File: src/rtl/bin2bcd_seq_if.sv
// Handshake/data bundle between a producer of binary values and the
// bin2bcd_seq converter. The producer owns ld/bin; the converter owns
// the result, busy and done.
interface bin2bcd_seq_if #(
  parameter int WIDTH  = 8,
  parameter int DIGITS = 3
);
  logic                  ld;
  logic [WIDTH-1:0]      bin;
  logic [4*DIGITS-1:0]   bcd;
  logic                  busy;
  logic                  done;

  modport master (
    output ld,
    output bin,
    input  bcd,
    input  busy,
    input  done
  );

  modport slave (
    input  ld,
    input  bin,
    output bcd,
    output busy,
    output done
  );
endinterface

File: src/rtl/bin2bcd_seq.sv
// Sequential binary-to-BCD converter using shift/add-3 (double dabble).
// One binary bit is consumed per clock; a WIDTH-bit value takes WIDTH
// clocks after the load edge, then done pulses for one cycle with the
// packed digits on bcd. bcd only changes on completion, so the display
// downstream never sees a partial result.
module bin2bcd_seq #(
  parameter int WIDTH  = 8,
  parameter int DIGITS = 3
) (
  input  logic          clk,
  input  logic          rst,
  bin2bcd_seq_if.slave  bus
);

  localparam int BW = 4 * DIGITS;
  localparam int CW = $clog2(WIDTH + 1);

  typedef enum logic [0:0] {
    IDLE  = 1'b0,
    SHIFT = 1'b1
  } state_t;

  state_t          state_q, state_d;
  logic [WIDTH-1:0] binreg_q, binreg_d;
  logic [BW-1:0]   scratch_q, scratch_d;
  logic [CW-1:0]   count_q, count_d;
  logic [BW-1:0]   bcd_q, bcd_d;
  logic            busy_q, busy_d;
  logic            done_q, done_d;

  logic [BW-1:0]   corrected_s;
  logic [BW-1:0]   shifted_s;

  // Add 3 to every digit that is 5 or more so the following left shift
  // carries correctly into the next decimal digit.
  function automatic logic [BW-1:0] add3_digits(input logic [BW-1:0] s);
    logic [BW-1:0] r;
    r = s;
    for (int i = 0; i < DIGITS; i++) begin
      if (s[4*i +: 4] >= 4'd5) begin
        r[4*i +: 4] = s[4*i +: 4] + 4'd3;
      end else begin
        r[4*i +: 4] = s[4*i +: 4];
      end
    end
    return r;
  endfunction

  // Digit correction and the scratch half of the combined left shift.
  always_comb begin
    corrected_s = add3_digits(scratch_q);
    shifted_s   = {corrected_s[BW-2:0], binreg_q[WIDTH-1]};
  end

  // Next-state logic for the FSM, datapath and registered outputs.
  always_comb begin
    state_d   = state_q;
    binreg_d  = binreg_q;
    scratch_d = scratch_q;
    count_d   = count_q;
    bcd_d     = bcd_q;
    busy_d    = busy_q;
    done_d    = 1'b0;
    case (state_q)
      IDLE: begin
        if (bus.ld) begin
          binreg_d  = bus.bin;
          scratch_d = {BW{1'b0}};
          count_d   = CW'(WIDTH);
          busy_d    = 1'b1;
          state_d   = SHIFT;
        end else begin
          busy_d    = 1'b0;
        end
      end
      SHIFT: begin
        scratch_d = shifted_s;
        binreg_d  = {binreg_q[WIDTH-2:0], 1'b0};
        count_d   = count_q - CW'(1);
        if (count_q == CW'(1)) begin
          // Last bit consumed: publish the result and return to idle.
          bcd_d   = shifted_s;
          done_d  = 1'b1;
          busy_d  = 1'b0;
          state_d = IDLE;
        end else begin
          busy_d  = 1'b1;
        end
      end
      default: begin
        state_d   = IDLE;
        busy_d    = 1'b0;
        count_d   = {CW{1'b0}};
      end
    endcase
  end

  // State and output registers; reset wins over everything, including a
  // conversion in flight, which is simply abandoned.
  always_ff @(posedge clk) begin
    if (rst) begin
      state_q   <= IDLE;
      binreg_q  <= {WIDTH{1'b0}};
      scratch_q <= {BW{1'b0}};
      count_q   <= {CW{1'b0}};
      bcd_q     <= {BW{1'b0}};
      busy_q    <= 1'b0;
      done_q    <= 1'b0;
    end else begin
      state_q   <= state_d;
      binreg_q  <= binreg_d;
      scratch_q <= scratch_d;
      count_q   <= count_d;
      bcd_q     <= bcd_d;
      busy_q    <= busy_d;
      done_q    <= done_d;
    end
  end

  assign bus.bcd  = bcd_q;
  assign bus.busy = busy_q;
  assign bus.done = done_q;

endmodule

File: src/flat_wrapper.sv
// flat-port wrapper written by rule: the top's interface ports become plain ports
module bin2bcd_seq_flat 
#(
  parameter int WIDTH  = 8,
  parameter int DIGITS = 3
)
  (clk, rst, bus_ld, bus_bin, bus_bcd, bus_busy, bus_done);
  bin2bcd_seq_if #(.WIDTH(WIDTH), .DIGITS(DIGITS)) bus_i ();
  input  logic clk;
  input  logic rst;
  input wire logic [$bits(bus_i.ld)-1:0] bus_ld;
  input wire logic [$bits(bus_i.bin)-1:0] bus_bin;
  output wire logic [$bits(bus_i.bcd)-1:0] bus_bcd;
  output wire logic [$bits(bus_i.busy)-1:0] bus_busy;
  output wire logic [$bits(bus_i.done)-1:0] bus_done;
  assign bus_i.ld = bus_ld;
  assign bus_i.bin = bus_bin;
  assign bus_bcd = bus_i.bcd;
  assign bus_busy = bus_i.busy;
  assign bus_done = bus_i.done;
  bin2bcd_seq #(.WIDTH(WIDTH), .DIGITS(DIGITS)) u_core (.clk(clk), .rst(rst), .bus(bus_i));
endmodule
File: config.mk
export PLATFORM = sky130hd
export DESIGN_NAME = bin2bcd_seq_flat
export DESIGN_NICKNAME = d
export VERILOG_FILES = /design/src/rtl/bin2bcd_seq_if.sv /design/src/rtl/bin2bcd_seq.sv /design/src/flat_wrapper.sv
export SDC_FILE = /design/constraint.sdc
export NUM_CORES = 1
export LEC_CHECK = 0
export ABC_AREA = 0
export CAP_MARGIN = 20
export CORE_AREA = 2 2 69 71
export CTS_BUF_LIST = sky130_fd_sc_hd__clkbuf_4
export DETAILED_ROUTE_END_ITERATION = 6
export DIE_AREA = 0 0 71 73
export PLACE_DENSITY = 0.69
export SLEW_MARGIN = 5
export SYNTH_ARGS = -nofsm -noshare
export SYNTH_HDL_FRONTEND = slang
export SYNTH_SLANG_ARGS = --single-unit
File: constraint.sdc
create_clock -name clk -period 4.13 [get_ports clk]
set_input_delay 0.6195 -clock clk [delete_from_list [all_inputs] [get_ports clk]]
set_output_delay 0.6195 -clock clk [all_outputs]
set_load 0.02 [all_outputs]
**Yosys cells after proc, flatten, opt, wreduce, memory -nomap -nowiden**

Cells that the tools add are included.
W data, S select, Z words.

- Output and inout port bits: 14
- Logic and storage cells: 31
- Register bits after elaboration: 38

- Bitwise logic cells: 1
- Add/sub/neg operators: 4
- Multiplexer cells: 13
- Equality and inequality tests: 2
- Magnitude comparators: 3
- Reduce and logical (&&, ||, !) cells: 2

Operators by type and width:

| kind | count |
|---|---|
| $pmux W12 S2 | 1 |
| $pmux W8 S2 | 1 |
| $ge A4 B3 Y1 const B | 3 |
| $mux W12 | 1 |
| $mux W4 | 3 |
| $add A4 B2 Y4 const B | 2 |
| $mux W8 | 1 |
| $pmux W4 S2 | 1 |
| $eq A4 B1 Y1 const B | 1 |
| $sub A4 B1 Y4 const B | 1 |
| $add A3 B2 Y3 const B | 1 |
| $mux W1 | 3 |
| $mux W3 | 1 |
| $ne A2 B2 Y1 const B | 1 |
| $pmux W1 S2 | 1 |
| $reduce_and A2 Y1 | 1 |
| $reduce_or A2 Y1 | 1 |
| $not A1 Y1 | 1 |

**Depth between registers and ports, before layout**

Gate-level depths: netlist (run 1).

- Depth after elaboration: 3
- Gate-level depth with buffers: 8
- Depth with buffers taken out: 7

**Least setup slack after synthesis (run 1)**

Ideal clock, no wire load.

- Path kind: register to register
- From: register u_core.scratch_q[0]
- To: register u_core.scratch_q[2]
- Library setup time: 67 ps
- Required time: 4063 ps
- Data arrival time: 1323 ps
- Path slack: 2740 ps
- Cell stages (with the launch flop): 7
- Cells stage by stage: dfxtp_1 -> inv_1 -> ha_1 -> nand2b_1 -> a21o_1 -> mux2_4 -> o21ai_2

- Word-level cells in the longest chain between the ends: 3
- Elaborated cells on any way between the ends: 4
- Classes of those cells: add/sub (1); order compare (1); mux (2)

Ends and longest elaborated chain:

| what | RTL line | source |
|---|---|---|
| start, declared | bin2bcd_seq.sv:25 | `logic [BW-1:0] scratch_q, scratch_d;` |
| start signal, assigned | bin2bcd_seq.sv:104 | `scratch_q <= {BW{1'b0}};` |
| start signal, assigned | bin2bcd_seq.sv:112 | `scratch_q <= scratch_d;` |
| $add A4 B2 Y4 / $ge A4 B3 Y1 (equally long branches) | bin2bcd_seq.sv:41, bin2bcd_seq.sv:40 |  |
| $mux W4 (*) | bin2bcd_seq.sv:40 | `if (s[4*i +: 4] >= 4'd5) begin` |
| $pmux W12 S2 (*) | bin2bcd_seq.sv:64 | `case (state_q)` |

Mark *: on every way between the ends. The rest lies on a longest branch, timed or not.
A chain may end at the register's enable or synchronous reset.

==> results.toml, run 1 <==
[outcome]
status = "finished clean"

[timing]
slew_headroom_pct = 42.9
rsz0062_at_grt = "false"
period_share_pct = 53.8
tns_ns = 0
max_freq_mhz = 450
period_minus_slack_ns = 2.22
finalMaxSlewViolations = 0
worst_slack_ns = 1.91
setup_viol = 0
finalClockSkew_ns = 0.00597
hold_viol_final = 0
worst_pin_slew_ns = 0.854

[cts]
clkLatencyLatePin_ns = 0.34
cts_tree = "done"
clock_sinks = 38
cts_resized = 0
cts_setup_buffers = 0
hold_buffers = 0
cts.clk_slew.worst_paths_ns = 0.10
clockBufferDepth = 2
numCtsBuffers = 5
cts.htree.levels = 2
cts_root_buf = "clkbuf_4"

[critical_path]
cp_cell_sequence = "clkdlybuf4s50_1 > nor2_1 > a22o_1"
slowest_stage = "nor2_1"
cp-start-kind = "input pin"
r2r_slack_ns = 2.44
critPathKind = "input pin to flip-flop"
arrival_ns = 2.51
required_ns = 4.42
endpoint_kind = "flip-flop"
critical_path.max_stage_delay_ns = 0.84
cp_max_fo = 22

[synth]
syn_area_per_cell_sq_um = 9.40
synth_top_family_by_area = "compound AO/OA/AOI/OAI gates"
syn_area_sq_mm = 0.00169
synth_nets = 199
ys_seq_area_share_pct = 44.9
synth_ff_type = "dfxtp_1"
synthSimpleGateAreaFrac_pct = 15.1
synth_cells = 180
yosysUniqueCellTypes = 33
synthAdderAreaFrac_pct = 5.91
synth-xor-area-share_pct = 1.55
synth-seq-cells = 38
synth-async-reset-ratio_pct = 0
synth-compound-area-share_pct = 20.3
synth-edff-count = 0
yosys_warnings = 0
synth_mux_area_share_pct = 7.39

[cells_and_area]
num_antenna_cells = 0
area.growth.synth_to_final_pct = 19.1
fill_cells = 450
final_nets = 222
layout_common_cells = "dfxtp_1, clkdlybuf4s50_1, nor2_1"
drive_above_1_share_pct = 8.33
seq_area_sq_um = 761
multi_input_area_sq_um = 850
final_common_cell = "dfxtp_1"

[global_route]
grt_use_total_pct = 14.1
grt_pass1_vias = 1303
grt_pass1_wl_um = 5820
antenna_found_initial = 0
grt_max_degree = 30
grt_overflow = 0

[floorplanning]
start_util_pct = 37.3
dieArea_sq_mm = 0.00518
die_h_um = 73
dieWidth_um = 71
rows = 25
coreArea_sq_mm = 0.00454
io_pins = 25

[drt]
drt_wl_total_um = 3240
ant_nets = 0
wl_per_cell_um = 12.6
vias = 1337
drt_iter0_drc = 41
drc = 0
vias_per_cell = 5.18
drtPass1Iterations = 6

[run]
drv_cap = 0

[placement]
pre_cts_ws_ns = 1.54
numPortBuffers = 24
place.gp.congestion = 0.767
dp_hpwl_um = 2240

[power_and_ir_drop]
leakage_uw = 0.000756
powerDensity_mw_per_mm2 = 317
ir_worst_vdd_uv = 127
total_power_uw = 638

[min_path]
hold_class = "flip-flop to flip-flop"
## metrics by stage
step	utilization (%)	hold slack (ns)	std cells	instance area, sq um
5_1_grt	44.5	0.494	258	2020
6_report	44.5	0.477	258	2020
3_3_place_gp	43.3	0.453	250	1960
3_5_place_dp	43.3	0.457	250	1960
4_1_cts	44.5	0.482	258	2020
2_1_floorplan	-	0.454	180	1690
## worst paths after layout
kind,depth (start not counted),end,from
setup / recovery,3,u_core.bus.bcd[6],rst
hold / removal,1,u_core.bus.bcd[7],u_core.bus.bcd[7]
setup reg to reg,6,u_core.bus.bcd[6],u_core.count_q[1]
hold reg to reg,1,u_core.bus.bcd[7],u_core.bus.bcd[7]
## critical path, delay by kind of cell
kind            cells  cell delay [ns]
compound gates      1             0.25
buf+inv             1             0.79
simple gates        1             0.84
## per-layer routing
metal	vias to the layer above	GRT usage (%)	routed length, um
met2	28	22.3	1470
li1	684	-	-
met1	621	18.2	1610
met3	4	2.90	114
met4	0	7.34	48
met5	-	0	0
## power breakdown
part           internal, uW  switching [uW]  total [uW]
Sequential              376            7.25         383
Combinational          28.2            36.8        65.0
Clock                  70.6             120         190
## cells in the mapped netlist (6+ instances only)
cell type	instances	area share, %
nand2b_1	6	2.2
a21oi_1	17	5.0
nor3_1	7	2.1
o21ai_1	8	2.4
dfxtp_1	38	45
nand3_1	7	2.1
ha_1	8	5.9
o2bb2ai_1	6	3.1
nor2_1	22	4.9
inv_1	8	1.8
buf_2	6	1.8
mux2i_1	11	6.5
## layout make-up
type	instances	share of cell area (%)
clock inverters	2	0.434
repair buffers	25	12.3
flip-flops and latches	38	37.7
well taps	54	3.35
clock buffers	6	2.23
multi-input cells	123	42.1
inverters	10	1.86
## cell families after synthesis
kind of cell             Yosys count
AO/OA/AOI/OAI                     49
XOR/XNOR                           3
adder cells (fa/ha/maj)            8
buffers and inverters             19
flip-flops                        38
multiplexers                      12
AND/OR/NAND/NOR                   51
## flip-flops by register name, indices dropped and copies added (netlist names)
| register | cells |
|---|---|
| u_core.bus.bcd | 12 |
| u_core.scratch_q | 12 |
| u_core.bus.done | 1 |
| u_core.binreg_q | 8 |
| u_core.count_q | 4 |
| u_core.bus.busy | 1 |
Note: power is estimated with default switching activity, not from simulation.
==> run 2, diff against run 1 <==
--- a/config.mk
+++ b/config.mk
@@ -11,7 +11,7 @@
 export CTS_BUF_LIST = sky130_fd_sc_hd__clkbuf_4
 export DETAILED_ROUTE_END_ITERATION = 6
 export DIE_AREA = 0 0 71 73
-export PLACE_DENSITY = 0.69
+export PLACE_DENSITY = 0.71
 export SLEW_MARGIN = 5
 export SYNTH_ARGS = -nofsm -noshare
 export SYNTH_HDL_FRONTEND = slang
==> constraint.sdc (replaced) <==
create_clock -name clk -period 1.9 [get_ports clk]
set_input_delay 0.285 -clock clk [delete_from_list [all_inputs] [get_ports clk]]
set_output_delay 0.285 -clock clk [all_outputs]
set_load 0.02 [all_outputs]
==> results.toml, run 2 (same netlist as run 1, synthesis figures left out) <==
[placement]
numPortBuffers = 24
place.gp.congestion = 0.794
pre_cts_ws_ns = 0.136
place_area_sq_mm = 0.00202
dp_hpwl_um = 2350

[critical_path]
r2r_start = "u_core.count_q[1]"
arrival_ns = 2.01
r2r_slack_ns = 0.18
cp-start-kind = "flip-flop"
required_ns = 2.19
endpoint_kind = "flip-flop"
worst-path-buf-inv = 1
cp_max_fo = 12
cp_top_family = "simple AND/OR/NAND/NOR gates"
critPathKind = "flip-flop to flip-flop"
crit_cells = 6
reg2reg_to = "u_core.bus.bcd[6]"
r2r_cells = 6
critical_path.max_stage_delay_ns = 0.68
slowest_stage = "nor2_1"
cp_cell_sequence = "inv_1 > ha_1 > nand2_1 > nor3_2 > nor2_1 > a22o_1"

[cts]
cts_tree = "done"
cts.htree.levels = 2
cts_resized = 0
numCtsBuffers = 5
cts.clk_slew.worst_paths_ns = 0.11
clkLatencyLatePin_ns = 0.34
clock_sinks = 38
hold_buffers = 0
cts_root_buf = "clkbuf_4"
clockBufferDepth = 2
cts_setup_buffers = 0

[power_and_ir_drop]
p_comb_share_pct = 10.9
p_clk_share_pct = 29.6
p_int_uw = 1040
leakage_uw = 0.000789
power.switching_uw = 356
p_seq_share_pct = 59.5
ir_worst_vdd_uv = 404
switching_share_pct = 25.5
powerDensity_mw_per_mm2 = 674

[timing]
tns_ns = 0
finalClockSkew_ns = 0.0112
setup_viol = 0
worst_pin_slew_ns = 0.892
finalMaxSlewViolations = 0
rsz0062_at_grt = "false"
slew_headroom_pct = 40.3
worst_slack_ns = 0.179
max_freq_mhz = 581
period_share_pct = 90.6
hold_viol_final = 0
period_minus_slack_ns = 1.72

[cells_and_area]
num_antenna_cells = 0
drive_above_1_share_pct = 11.0
layout_common_cells = "dfxtp_1, clkdlybuf4s50_1, nor2_1"
fin_area_sq_mm = 0.00207
final_nets = 228
utilization_pct = 45.7
final_common_cell = "dfxtp_1"
area.growth.synth_to_final_pct = 22.5

[drt]
drt_wl_total_um = 3250
vias_per_cell = 5.11
drt_iter0_drc = 68
wl_per_cell_um = 12.3
drc = 0
vias = 1348
ant_nets = 0
drtPass1Iterations = 4

[floorplanning]
dieArea_sq_mm = 0.00518
start_util_pct = 37.3
io_pins = 25
rows = 25
coreArea_sq_mm = 0.00454
die_h_um = 73
dieWidth_um = 71

[run]
drv_cap = 0

[global_route]
antenna_found_initial = 0
grt_overflow = 0
grt_max_degree = 24
grt_pass1_vias = 1211
grt_pass1_wl_um = 5540
grt_use_total_pct = 13.6

[min_path]
min_from = "u_core.bus.bcd[1]"
hold_class = "flip-flop to flip-flop"
min_path_cells = 1
min_to = "u_core.bus.bcd[1]"

[outcome]
status = "finished clean"
-- run 2: cell types whose count changed in the layout (fill, tap and decap cells not counted) --
cell / delta
buf_12: +1
buf_4: +5
-- run 2: through the flow --
| stage | hold WS, ns | total power (uW) | std cells |
|---|---|---|---|
| after floorplan | 0.454 | 947 | 180 |
| final | 0.475 | 1400 | 264 |
| after CTS | 0.484 | 1420 | 264 |
| after global placement | 0.455 | 1000 | 256 |
| after global routing | 0.497 | 1470 | 264 |
| after detailed placement | 0.457 | 1000 | 256 |
-- run 2: worst register-to-register path, delay by kind of cell, from the launching register on --
| kind | cells | cell delay, ns |
|---|---|---|
| adders and majority gates | 1 | 0.18 |
| and+or+nand+nor | 3 | 0.81 |
| buffers and inverters | 1 | 0.07 |
| AOI/OAI and AO/OA | 1 | 0.26 |
| DFF | 1 | 0.35 |
-- run 2: how the worst max path moves through the flow --
stage | startpoint | endpoint | slack, ns
after detailed placement | rst | u_core.bus.bcd[6] | 0.14
after global routing | u_core.count_q[1] | u_core.bus.bcd[10] | 0.08
after floorplan | u_core.scratch_q[0] | u_core.scratch_q[2] | 0.51
final | u_core.count_q[1] | u_core.bus.bcd[6] | 0.18
after CTS | u_core.count_q[1] | u_core.bus.bcd[6] | 0.16
after global placement | rst | u_core.bus.bcd[5] | 0.20
-- run 2: layout make-up --
class | instances | area (sq um)
clock inverters | 2 | 8.76
repair buffers | 31 | 305
inverters | 10 | 37.5
fillers | 435 | 2460
clock buffers | 6 | 45.0
flip-flops and latches | 38 | 761
well taps | 54 | 67.6
multi-input cells | 123 | 850
-- run 2: layer usage --
| layer | share of wire (%) | vias to the layer above | GRT usage [%] |
|---|---|---|---|
| li1 | - | 695 | - |
| met2 | 46 | 33 | 20.5 |
| met5 | 0 | - | 0 |
| met4 | 1.7 | 0 | 5.03 |
| met1 | 48 | 614 | 18.0 |
| met3 | 4.5 | 6 | 4.83 |
-- run 2: power by group through the flow --
stage                     registers [uW]  logic (uW)  clock network [uW]
after global routing                 835         173                 466
final                                832         153                 413
after floorplan                      849        98.1                   0
after CTS                            832         154                 435
after global placement               850         152                   0
after detailed placement             851         154                   0
==> run 3, diff against run 2 <==
--- a/config.mk
+++ b/config.mk
@@ -8,7 +8,7 @@
 export ABC_AREA = 0
 export CAP_MARGIN = 20
 export CORE_AREA = 2 2 69 71
-export CTS_BUF_LIST = sky130_fd_sc_hd__clkbuf_4
+export CTS_BUF_LIST = sky130_fd_sc_hd__clkbuf_8 sky130_fd_sc_hd__clkbuf_16
 export DETAILED_ROUTE_END_ITERATION = 6
 export DIE_AREA = 0 0 71 73
 export PLACE_DENSITY = 0.71
==> results.toml, run 3 (same netlist as run 1, synthesis figures left out) <==
[outcome]
status = "finished clean"

[global_route]
grt_overflow = 0
grt_use_met1_pct = 18.1
grt_util_met2_pct = 21.2
grt_pass1_wl_um = 5610
grt_pass1_vias = 1218
grt.busiest_layer = "met2"
use_met3_pct = 4.28
antenna_found_initial = 0
grt_use_total_pct = 13.7
grt_max_degree = 24

[critical_path]
critPathLaunch = "u_core.count_q[1]"
crit_cells = 6
worst-path-buf-inv = 1
cp_cell_sequence = "inv_1 > ha_1 > nand2_1 > nor3_2 > nor2_1 > a22o_1"
slowest_stage = "nor2_1"
arrival_ns = 1.93
cp-start-kind = "flip-flop"
r2r_slack_ns = 0.21
required_ns = 2.13
r2r_start = "u_core.count_q[1]"
cp_top_family = "simple AND/OR/NAND/NOR gates"
critical_path.max_stage_delay_ns = 0.66
endpoint_kind = "flip-flop"
reg2reg_to = "u_core.bus.bcd[6]"
cp_max_fo = 12
r2r_cells = 6
crit_end = "u_core.bus.bcd[6]"
critPathKind = "flip-flop to flip-flop"

[floorplanning]
dieWidth_um = 71
rows = 25
die_h_um = 73
coreArea_sq_mm = 0.00454
dieArea_sq_mm = 0.00518
io_pins = 25
start_util_pct = 37.3

[cells_and_area]
num_antenna_cells = 0
area.growth.synth_to_final_pct = 24.8
fill_cells = 430
utilization_pct = 46.6
drive_above_1_share_pct = 11.0
final_nets = 228
layout_common_cells = "dfxtp_1, clkdlybuf4s50_1, nor2_1"
final_common_cell = "dfxtp_1"

[placement]
numPortBuffers = 24
place.gp.congestion = 0.794
dp_hpwl_um = 2350

[cts]
clkLatencyLatePin_ns = 0.29
cts.htree.levels = 2
cts.clk_slew.worst_paths_ns = 0.07
clock_sinks = 38
clockBufferDepth = 2
numCtsBuffers = 5
cts_setup_buffers = 0
cts_tree = "done"
cts_root_buf = "clkbuf_8"
cts_resized = 0
hold_buffers = 0

[drt]
drt_iter0_drc = 60
ant_nets = 0
drtPass1Iterations = 4
drt_wl_total_um = 3260
vias = 1331
vias_per_cell = 5.04
wl_per_cell_um = 12.3
drc = 0

[min_path]
min_from = "u_core.bus.bcd[1]"
min_path_cells = 1
hold_class = "flip-flop to flip-flop"

[timing]
hold_viol_final = 0
max_freq_mhz = 591
rsz0062_at_grt = "false"
slew_headroom_pct = 42.0
worst_pin_slew_ns = 0.867
finalClockSkew_ns = 0.00730
tns_ns = 0
period_share_pct = 89.1
period_minus_slack_ns = 1.69
finalMaxSlewViolations = 0
setup_viol = 0

[power_and_ir_drop]
power.switching_uw = 374
p_int_uw = 1180
p_clk_share_pct = 36.5
leakage_uw = 0.000809
ir_worst_vdd_uv = 428
p_seq_share_pct = 53.7
switching_share_pct = 24.1
powerDensity_mw_per_mm2 = 734
p_comb_share_pct = 9.8

[run]
drv_cap = 0
==> run 3: cell count changes in the layout (fill, tap and decap cells not counted) <==
cell / before / now
clkbuf_4: 6 / 0
clkbuf_8: 0 / 6
clkinv_1: 1 / 0
inv_1: 8 / 9
==> run 3: per-layer routing <==
metal	share of wire [%]	routed length (um)
met5	0	0
met4	1.4	45
met3	4.1	133
met2	47	1530
met1	48	1550
==> run 3: layout make-up <==
type / count / area [sq um] / area share, %
timing repair buffer: 31 / 305 / 14.5
clock inverter: 2 / 8.76 / 0.415
inverter: 10 / 37.5 / 1.78
tap: 54 / 67.6 / 3.20
clock buffer: 6 / 82.6 / 3.91
sequential: 38 / 761 / 36.0
multi-input combinational: 123 / 850 / 40.2
==> run 3: through the flow <==
step	setup slack, ns	power (uW)	hold WS, ns	area, sq um	instances
after floorplan	0.510	947	0.454	1690	180
after global placement	0.196	1000	0.455	2020	256
after detailed placement	0.136	1000	0.457	2020	256
after CTS	0.173	1570	0.479	2110	264
after global routing	0.0960	1620	0.490	2110	264
final	0.207	1550	0.469	2110	264
==> run 3: power by group through the flow <==
| stage | combinational [uW] | sequential (uW) | clock, uW |
|---|---|---|---|
| after detailed placement | 154 | 851 | 0 |
| after floorplan | 98.1 | 849 | 0 |
| after global placement | 152 | 850 | 0 |
| after global routing | 173 | 834 | 610 |
| final | 153 | 832 | 565 |
| after CTS | 154 | 832 | 585 |
==> run 3: worst register-to-register path, stage by stage, from the launching register on <==
cell and delay, ns:
dfxtp_1 0.34, inv_1 0.07, ha_1 0.18, nand2_1 0.08
nor3_2 0.05, nor2_1 0.66, a22o_1 0.26
==> run 3: how the worst min path moves through the flow <==
| stage | to | slack (ns) |
|---|---|---|
| after detailed placement | u_core.bus.bcd[11] | 0.46 |
| after CTS | u_core.bus.bcd[1] | 0.48 |
| final | u_core.bus.bcd[1] | 0.47 |
| after global routing | u_core.bus.bcd[4] | 0.49 |
| after floorplan | u_core.binreg_q[1] | 0.45 |
| after global placement | u_core.bus.bcd[11] | 0.46 |
